**config.mk**
```make
export PLATFORM = sky130hd
export DESIGN_NAME = traffic_ctrl_param
export DESIGN_NICKNAME = d
export VERILOG_FILES = /design/src/rtl/traffic_pkg.sv /design/src/rtl/bin2bcd_2dig.sv /design/src/rtl/traffic_ctrl_param.sv
export SDC_FILE = /design/constraint.sdc
export NUM_CORES = 1
export LEC_CHECK = 0
export ABC_AREA = 1
export CAP_MARGIN = 20
export CORE_ASPECT_RATIO = 2
export CORE_UTILIZATION = 33
export DETAILED_ROUTE_END_ITERATION = 16
export HOLD_SLACK_MARGIN = 0.15
export SYNTH_ARGS = -nofsm -noshare
export SYNTH_HDL_FRONTEND = slang
export SYNTH_SLANG_ARGS = --single-unit
```
**constraint.sdc**
```tcl
create_clock -name clk2 -period 10.48 [get_ports clk2]
set_clock_uncertainty 0.05 [all_clocks]
set_input_delay 1.048 -clock clk2 [delete_from_list [all_inputs] [get_ports clk2]]
set_output_delay 1.048 -clock clk2 [all_outputs]
set_load 0.05 [all_outputs]
```
**src/rtl/traffic_pkg.sv**
```systemverilog
// Shared definitions for the two-direction traffic-light controller:
// lamp codes, controller states and the BCD digit type.
// The NF state exists only when TRAFFIC_NIGHT_FLASH_EN is defined.
package traffic_pkg;

  localparam logic [1:0] LAMP_OFF    = 2'd0;
  localparam logic [1:0] LAMP_GREEN  = 2'd1;
  localparam logic [1:0] LAMP_YELLOW = 2'd2;
  localparam logic [1:0] LAMP_RED    = 2'd3;

  typedef enum logic [2:0] {
    G1 = 3'd0,
    Y1 = 3'd1,
    G2 = 3'd2,
    Y2 = 3'd3
`ifdef TRAFFIC_NIGHT_FLASH_EN
    , NF = 3'd4
`endif
  } state_t;

  typedef logic [3:0] bcd_t;

endpackage

```
**src/rtl/bin2bcd_2dig.sv**
```systemverilog
// Combinational binary-to-BCD split for display values 0..99.
module bin2bcd_2dig
  import traffic_pkg::*;
(
  input  logic [6:0] bin,
  output bcd_t       tens,
  output bcd_t       units
);

  // Tens digit is the largest k with bin >= 10*k; units is what remains.
  always_comb begin
    tens = '0;
    for (int k = 1; k <= 9; k++) begin
      if (bin >= 7'(k * 10)) tens = 4'(k);
    end
    units = 4'(bin - 7'(tens * 10));
  end

endmodule

```
**src/rtl/traffic_ctrl_param.sv**
```systemverilog
// Two-direction traffic-light controller with per-direction two-digit
// countdown displays. Timing advances only on tick_en pulses.
// Optional night flashing mode: define TRAFFIC_NIGHT_FLASH_EN.
//
// state | meaning
// G1    | dir1 green, dir2 red
// Y1    | dir1 yellow, dir2 red
// G2    | dir1 red, dir2 green
// Y2    | dir1 red, dir2 yellow
// NF    | night flash, both lamps blink yellow (optional build only)
module traffic_ctrl_param
  import traffic_pkg::*;
#(
  parameter int GREEN_T  = 15,
  parameter int YELLOW_T = 5,
  parameter int PED_T    = 3,
  parameter int CNT_W    = 7
) (
  input  logic       clk2,
  input  logic       reset,
  input  logic       tick_en,
  input  logic       ped_req,
  input  logic       night,
  output logic [1:0] light1,
  output logic [1:0] light2,
  output logic [3:0] light_chuc1,
  output logic [3:0] light_dv1,
  output logic [3:0] light_chuc2,
  output logic [3:0] light_dv2,
  output logic       ped_pending
);

  localparam logic [CNT_W-1:0] GREEN_LD  = CNT_W'(GREEN_T);
  localparam logic [CNT_W-1:0] YELLOW_LD = CNT_W'(YELLOW_T);
  localparam logic [CNT_W-1:0] PED_LD    = CNT_W'(PED_T);
  localparam logic [CNT_W-1:0] ONE       = CNT_W'(1);

  state_t           state_q, state_d;
  logic [CNT_W-1:0] cnt_q, cnt_d;
  logic             ped_q, ped_d;
  logic [CNT_W-1:0] disp1, disp2;
  logic [CNT_W-1:0] cnt_plus_y;

`ifdef TRAFFIC_NIGHT_FLASH_EN
  logic flash_q, flash_d;
`else
  logic unused_night;
  assign unused_night = night;
`endif

  // State, countdown and pedestrian latch registers.
  always_ff @(posedge clk2 or posedge reset) begin
    if (reset) begin
      state_q <= G1;
      cnt_q   <= GREEN_LD;
      ped_q   <= 1'b0;
`ifdef TRAFFIC_NIGHT_FLASH_EN
      flash_q <= 1'b0;
`endif
    end else begin
      state_q <= state_d;
      cnt_q   <= cnt_d;
      ped_q   <= ped_d;
`ifdef TRAFFIC_NIGHT_FLASH_EN
      flash_q <= flash_d;
`endif
    end
  end

  // Next state: phase sequencing, countdown, pedestrian cut.
  // ped_req is merged into the latch before the tick is evaluated so a
  // request arriving with the tick already shortens the green.
  always_comb begin
    state_d = state_q;
    cnt_d   = cnt_q;
    ped_d   = ped_q | ped_req;
`ifdef TRAFFIC_NIGHT_FLASH_EN
    flash_d = flash_q;
`endif
    if (tick_en) begin
      case (state_q)
        G1, G2: begin
          if (ped_d && (cnt_q > PED_LD)) begin
            cnt_d = PED_LD;
          end else if (cnt_q == ONE) begin
            state_d = (state_q == G1) ? Y1 : Y2;
            cnt_d   = YELLOW_LD;
            ped_d   = 1'b0;
          end else begin
            cnt_d = cnt_q - ONE;
          end
        end
        Y1: begin
          if (cnt_q == ONE) begin
            state_d = G2;
            cnt_d   = GREEN_LD;
          end else begin
            cnt_d = cnt_q - ONE;
          end
        end
        Y2: begin
          if (cnt_q == ONE) begin
            state_d = G1;
            cnt_d   = GREEN_LD;
`ifdef TRAFFIC_NIGHT_FLASH_EN
            if (night) begin
              state_d = NF;
              cnt_d   = '0;
              flash_d = 1'b1;
            end
`endif
          end else begin
            cnt_d = cnt_q - ONE;
          end
        end
`ifdef TRAFFIC_NIGHT_FLASH_EN
        NF: begin
          if (!night) begin
            state_d = G1;
            cnt_d   = GREEN_LD;
          end else begin
            flash_d = ~flash_q;
          end
        end
`endif
        default: begin
          state_d = G1;
          cnt_d   = GREEN_LD;
        end
      endcase
    end
`ifdef TRAFFIC_NIGHT_FLASH_EN
    if ((state_q == NF) || (state_d == NF)) ped_d = 1'b0;
`endif
  end

  assign cnt_plus_y = cnt_q + YELLOW_LD;

  // Lamp and display decode. The red side shows ticks until its own green.
  always_comb begin
    light1 = LAMP_OFF;
    light2 = LAMP_OFF;
    disp1  = '0;
    disp2  = '0;
    case (state_q)
      G1: begin
        light1 = LAMP_GREEN;
        light2 = LAMP_RED;
        disp1  = cnt_q;
        disp2  = cnt_plus_y;
      end
      Y1: begin
        light1 = LAMP_YELLOW;
        light2 = LAMP_RED;
        disp1  = cnt_q;
        disp2  = cnt_q;
      end
      G2: begin
        light1 = LAMP_RED;
        light2 = LAMP_GREEN;
        disp1  = cnt_plus_y;
        disp2  = cnt_q;
      end
      Y2: begin
        light1 = LAMP_RED;
        light2 = LAMP_YELLOW;
        disp1  = cnt_q;
        disp2  = cnt_q;
      end
`ifdef TRAFFIC_NIGHT_FLASH_EN
      NF: begin
        light1 = flash_q ? LAMP_YELLOW : LAMP_OFF;
        light2 = flash_q ? LAMP_YELLOW : LAMP_OFF;
      end
`endif
      default: begin
        light1 = LAMP_OFF;
        light2 = LAMP_OFF;
      end
    endcase
  end

  assign ped_pending = ped_q;

  bin2bcd_2dig u_bcd1 (
    .bin   (7'(disp1)),
    .tens  (light_chuc1),
    .units (light_dv1)
  );

  bin2bcd_2dig u_bcd2 (
    .bin   (7'(disp2)),
    .tens  (light_chuc2),
    .units (light_dv2)
  );

endmodule

```
After elaboration in Yosys (flattened, before gate mapping)
Index checks and enable logic that the tools add are counted.
{ "classes": {"n_addsub": 4, "mul": 2, "n_lt_le_gt_ge": 19, "n_eq_ne": 8, "mux": 36, "bitwise_logic": 1, "reduce_logical": 9} }
{ "op_table": {"columns": ["cell", "n"], "rows": [
  ["7-bit by 6-bit >= comparator with 1-bit output (second input constant)", 6],
  ["7-bit >= comparator (second input constant)", 6],
  ["7-bit case mux with 2 select lines", 3],
  ["3-bit 2-to-1 mux", 12],
  ["7-bit by 5-bit >= comparator with 1-bit output (second input constant)", 4],
  ["7-bit 2-to-1 mux", 3],
  ["4-bit 2-to-1 mux", 4],
  ["7-bit by 4-bit >= comparator with 1-bit output (second input constant)", 2],
  ["2-bit case mux with 3 select lines", 2],
  ["2-bit 2-to-1 mux", 5],
  ["3-bit case mux with 3 select lines", 1],
  ["4-bit by 3-bit multiplier with 3-bit output (second input constant)", 2],
  ["2-bit inequality test (second input constant)", 4],
  ["2-bit OR reduction", 4],
  ["4-bit subtractor", 2],
  ["7-bit by 3-bit adder with 7-bit output (second input constant)", 1],
  ["7-bit by 1-bit equality test with 1-bit output (second input constant)", 1],
  ["7-bit by 2-bit greater-than comparator with 1-bit output (second input constant)", 1],
  ["7-bit by 1-bit subtractor with 7-bit output (second input constant)", 1],
  ["3-bit by 2-bit equality test with 1-bit output (second input constant)", 2],
  ["1-bit 2-to-1 mux", 6],
  ["3-bit OR reduction", 2],
  ["5-bit AND reduction", 1],
  ["3-bit by 1-bit equality test with 1-bit output (second input constant)", 1],
  ["3 further kinds", 3]
]} }
{ "word_totals": {"register_bits": 11, "input_bits": 5, "wordCells": 82} }

Longest topological paths before layout
{ "logic_depth": {"ltp_word": 15, "mapped_depth": 24, "depth_no_buf": 23} }

By module
From an unflattened synthesis, not the netlist that was laid out.
{ "hier_totals": {"cells_unflattened": 262, "hier_area_um2": 1670.4} }
{ "by_module_without_submodules": {"columns": ["module", "instances", "cells_each", "area_per_inst_um2"], "rows": [
  ["traffic_ctrl_param", 1, 156, 1114.8],
  ["bin2bcd_2dig", 2, 53, 277.8]
]} }

Worst setup path before layout
OpenSTA, ideal clock, no wires.
{ "synth_timing": {"kind": "reg-to-output", "startpoint": "reg cnt_q[0]", "endpoint": "out light_dv2[3]", "t_arrival_ps": 3688, "path_slack_ps": 5694, "stages_incl_launch_ff": 25, "n_path_buf": 1, "path_cell_list": "dfstp_2 buf_6 inv_1 ha_1 inv_1 nand2_1 o21ai_2 inv_1 nor2_1 nor2_1 nand2_1 nand2_1 o21ai_1 nand2_1 nand2_1 nand2_1 nand2_1 nand2_1 ha_1 fa_1 xor2_1 xor2_1 nand3b_1 nand2_1 inv_1"} }
{ "synth_between": {"elab_chain_len": 14, "word_cells_on_any_way": 22} }
{ "synth_rtl": {"columns": ["element", "line_no", "source"], "rows": [
  ["start, declared", "traffic_ctrl_param.sv:39", "logic [CNT_W-1:0] cnt_q, cnt_d;"],
  ["start signal, assigned", "traffic_ctrl_param.sv:62", "cnt_q <= cnt_d;"],
  ["7-bit by 3-bit adder with 7-bit output", "traffic_ctrl_param.sv:137", "assign cnt_plus_y = cnt_q + YELLOW_LD;"],
  ["7-bit case mux with 2 select lines (*)", "traffic_ctrl_param.sv:145", "case (state_q)"],
  ["7-bit by 4-bit >= comparator with 1-bit output", "bin2bcd_2dig.sv:14", "if (bin >= 7'(k * 10)) tens = 4'(k);"],
  ["1-bit 2-to-1 mux", "bin2bcd_2dig.sv:14", null],
  ["2-bit 2-to-1 mux (2 in series)", "bin2bcd_2dig.sv:14", null],
  ["3-bit 2-to-1 mux (4 in series)", "bin2bcd_2dig.sv:14", null],
  ["4-bit 2-to-1 mux", "bin2bcd_2dig.sv:14", null],
  ["4-bit 2-to-1 mux (*)", "bin2bcd_2dig.sv:14", null],
  ["via light_chuc2[0]", "traffic_ctrl_param.sv:28", "output logic [3:0] light_chuc2,"],
  ["4-bit by 3-bit multiplier with 3-bit output (*)", "bin2bcd_2dig.sv:16", "units = 4'(bin - 7'(tens * 10));"],
  ["4-bit subtractor (*)", "bin2bcd_2dig.sv:16", null],
  ["end, declared", "traffic_ctrl_param.sv:29", "output logic [3:0] light_dv2,"]
]} }
Mark *: on every way through the listed nets, which the timed path passes. The rest lies on a longest branch.

Final worst setup path
{ "layout_timing": {"startpoint": "reg state_q[0]", "endpoint": "out light_dv2[3]"} }
{ "layout_between": {"elab_chain_len": 15, "word_cells_on_any_way": 26} }
{ "layout_rtl": {"columns": ["element", "line_no", "source"], "rows": [
  ["start, declared", "traffic_ctrl_param.sv:38", "state_t state_q, state_d;"],
  ["start signal, assigned", "traffic_ctrl_param.sv:61", "state_q <= state_d;"],
  ["3-bit by 2-bit equality test with 1-bit output / 3-bit by 1-bit equality test with 1-bit output (equally long branches)", "traffic_ctrl_param.sv:145", null],
  ["3-bit OR reduction (no line)", null, null],
  ["7-bit case mux with 2 select lines (*)", "traffic_ctrl_param.sv:145", null],
  ["7-bit by 4-bit >= comparator with 1-bit output", "bin2bcd_2dig.sv:14", null],
  ["1-bit 2-to-1 mux", "bin2bcd_2dig.sv:14", null],
  ["2-bit 2-to-1 mux (2 in series)", "bin2bcd_2dig.sv:14", null],
  ["3-bit 2-to-1 mux (4 in series)", "bin2bcd_2dig.sv:14", null],
  ["4-bit 2-to-1 mux (2 in series)", "bin2bcd_2dig.sv:14", null],
  ["4-bit by 3-bit multiplier with 3-bit output", "bin2bcd_2dig.sv:16", null],
  ["4-bit subtractor (*)", "bin2bcd_2dig.sv:16", null]
]} }
Mark *: on every way between the ends. The rest lies on a longest branch, timed or not.

==> results.ini <==
[clock_network]
htreeDepth=1
clkSlewWorstSetupHoldPaths_ns=0.05
post_cts_buffers=0
cts-root-buf=clkbuf_8
cts_tree=yes
hold_buffers=0
clkSinkCount=10
cts-buffers-inserted=3
clkLatencyLatePin_ns=0.24
cts_buffer_depth=2
cts_resized=0

[global_routing]
grt_pass1_vias=1548
grt_pass1_wl_um=6490
antenna_found_initial=0
gr-total-overflow=0
grt_use_total_pct=16.2
grt_max_degree=12

[layout]
final_common_cell=nand2_1
area_growth_pct=18.4
nNetsFinal=309
antennaDiodeCount=0
final_cell_mix=81 x nand2_1, 40 x inv_1, 30 x nor2_1, 24 x clkdlybuf4s50_1, 14 x nand3_1
drive_gt1_share_pct=11.8

[hold_path]
whs_endpoint=cnt_q[0]
hold_start=cnt_q[0]
hp-class=reg2reg
hold_depth=2

[floorplanning]
io_pins=26
rows=35
dieArea_mm2=0.00525
core_area_mm2=0.00469
fp.dieW_um=51.8
die_h_um=102
start_util_pct=34.9

[setup_path]
ff2ff_setup_slack_ns=8.27
cp_slowest_stage_delay_ns=0.78
required_ns=9.38
cp.depth=23
path_max_fanout=11
r2r_end=cnt_q[3]
crit_top_cell=nand2_1
cp-end-kind=primary output
path_cells=inv_1 -> ha_1 -> inv_2 -> nand2_1 -> nand2_1 -> inv_1 -> nor2_1 -> nand3_1 -> nand3_1 -> o21ai_1 -> nand2_1 -> nand2_1 -> nand2_1 -> nand2_1 -> nand2_1 -> ha_1 -> fa_1 -> xor2_1 -> xor2_1 -> nand3b_1 -> nand2_1 -> inv_1 -> clkdlybuf4s50_1
slowest_stage=clkdlybuf4s50_1
crit_buf_inv=5
setup.worst_path.start_class=flop
cp.arrival_ns=4.64
criticalPathCategory=reg2out
reg2reg_from=state_q[0]
worstRegToRegCells=9
crit_family=buffers and inverters

[synthesis]
synth_top_family_by_area=simple AND/OR/NAND/NOR gates
syn_area_per_cell_um2=6.12
synth_simple_gate_area_share_pct=40.0
yosys_register_bits=10
synthDistinctLibCells=35
synth_largest_area_cell=nand2_1
syn_nets=287
synth_compound_area_share_pct=13.9
synth_area_leaders=nand2_1 19%, ha_1 10%, dfrtp_1 9.2%
synthMuxAreaShare_pct=0
synthesis.instances=267
yosysTopAreaCellShare_pct=18.6
syn_area_mm2=0.00163
yosys.area_share.xor_xnor_pct=3.75
synth_warnings=0
synthAdderAreaFrac_pct=12.4
yosysSeqAreaShare_pct=15.6

[sta]
fin_crit_ns=5.74
relSlewSlack_pct=63.1
worst_slew_pin_slew_ns=0.553
rsz0062_at_grt=no
slew_violations=0
timing.final.ws_setup_ns=4.74
setup_tns_ns=0
min_period_over_period_pct=54.8
fmax_mhz=174
holdWs_ns=0.512
hold_violations=0
setup_viol=0

[place]
dp_slack_ns=4.99
place_congestion=0.846
port_buffers=24
dp_hpwl_um=3330

[drt]
num_vias=1646
wl_um=3860
ant_nets=0
wl_per_cell_um=11.3
dr.pass1.iters=4
routed_via_density=4.80
drtIter0Drc=49
drc=0

[run]
maxCapViolCount=0

[run_status]
status=finished, final reports clean

-- how the worst max path moves through the flow --
stage	from	to	slack, ns
after detailed placement	state_q[0]	light_dv2[3]	4.99
after global placement	state_q[0]	light_dv2[3]	4.99
after global routing	state_q[0]	light_dv2[3]	4.26
after CTS	state_q[0]	light_dv2[3]	4.73
final	state_q[0]	light_dv2[3]	4.74
after floorplan	cnt_q[0]	light_dv2[3]	5.69
-- kinds of logic after synthesis --
| logic type | count (synthesis) |
|---|---|
| xor+xnor | 7 |
| flops | 10 |
| fa+ha+maj | 15 |
| compound gates | 33 |
| simple gates | 148 |
| buf+inv | 54 |
-- per-stage QoR --
stage | utilization, % | instances | area (µm²)
after detailed placement | 40.3 | 339 | 1890
after floorplan | - | 267 | 1630
after CTS | 41.3 | 343 | 1930
after global placement | 40.3 | 339 | 1890
after global routing | 41.3 | 343 | 1930
final | 41.3 | 343 | 1930
-- routing by layer --
metal	track usage (%)	up-vias	wire length [µm]
met2	35.0	29	2390
met1	14.0	728	1310
li1	-	881	-
met5	0	-	0
met4	7.28	0	91
met3	0.450	8	65
-- worst min-delay path, cell delays in order, from the launching register on --
cell     delay, ns
dfstp_2       0.41
nor2_1        0.09
a31oi_1       0.05
-- cell usage after synthesis --
cell type and count:
a31oi_1 2, nand2_2 9, o21ai_4 1, inv_6 1, nand2_1 81, nor2_1 30
xor2_1 7, nand3b_1 1, nand2_4 2, o32ai_1 1, a32oi_1 1, a21oi_4 1
buf_2 1, a21oi_1 8, buf_4 3, o31ai_1 3, o21ai_2 3, o21ai_1 3
buf_6 2, nor3_1 3, a41oi_1 1, inv_1 40, nor4_1 1, fa_1 2
dfrtp_1 6, nand3_2 4, dfstp_2 4, inv_2 6, nand4_1 3, clkbuf_1 1
ha_1 13, nand3_1 14, o21ai_0 7, o311ai_0 1, o211ai_1 1
-- sequential cells by signal (all words and copies together) (netlist names) --
register,flops
cnt_q,7
ped_pending,1
state_q,2
-- layout make-up --
type	count	area, µm²
Clock buffer	4	45.0
Fill cell	524	2750
Inverter	47	181
Multi-Input combinational cell	203	1140
Sequential cell	10	255
Tap cell	55	68.8
Timing Repair Buffer	24	240
Power is left out: the tool's default activity adds up to more than one toggle a clock period on the data nets, which glitch-free logic cannot reach.
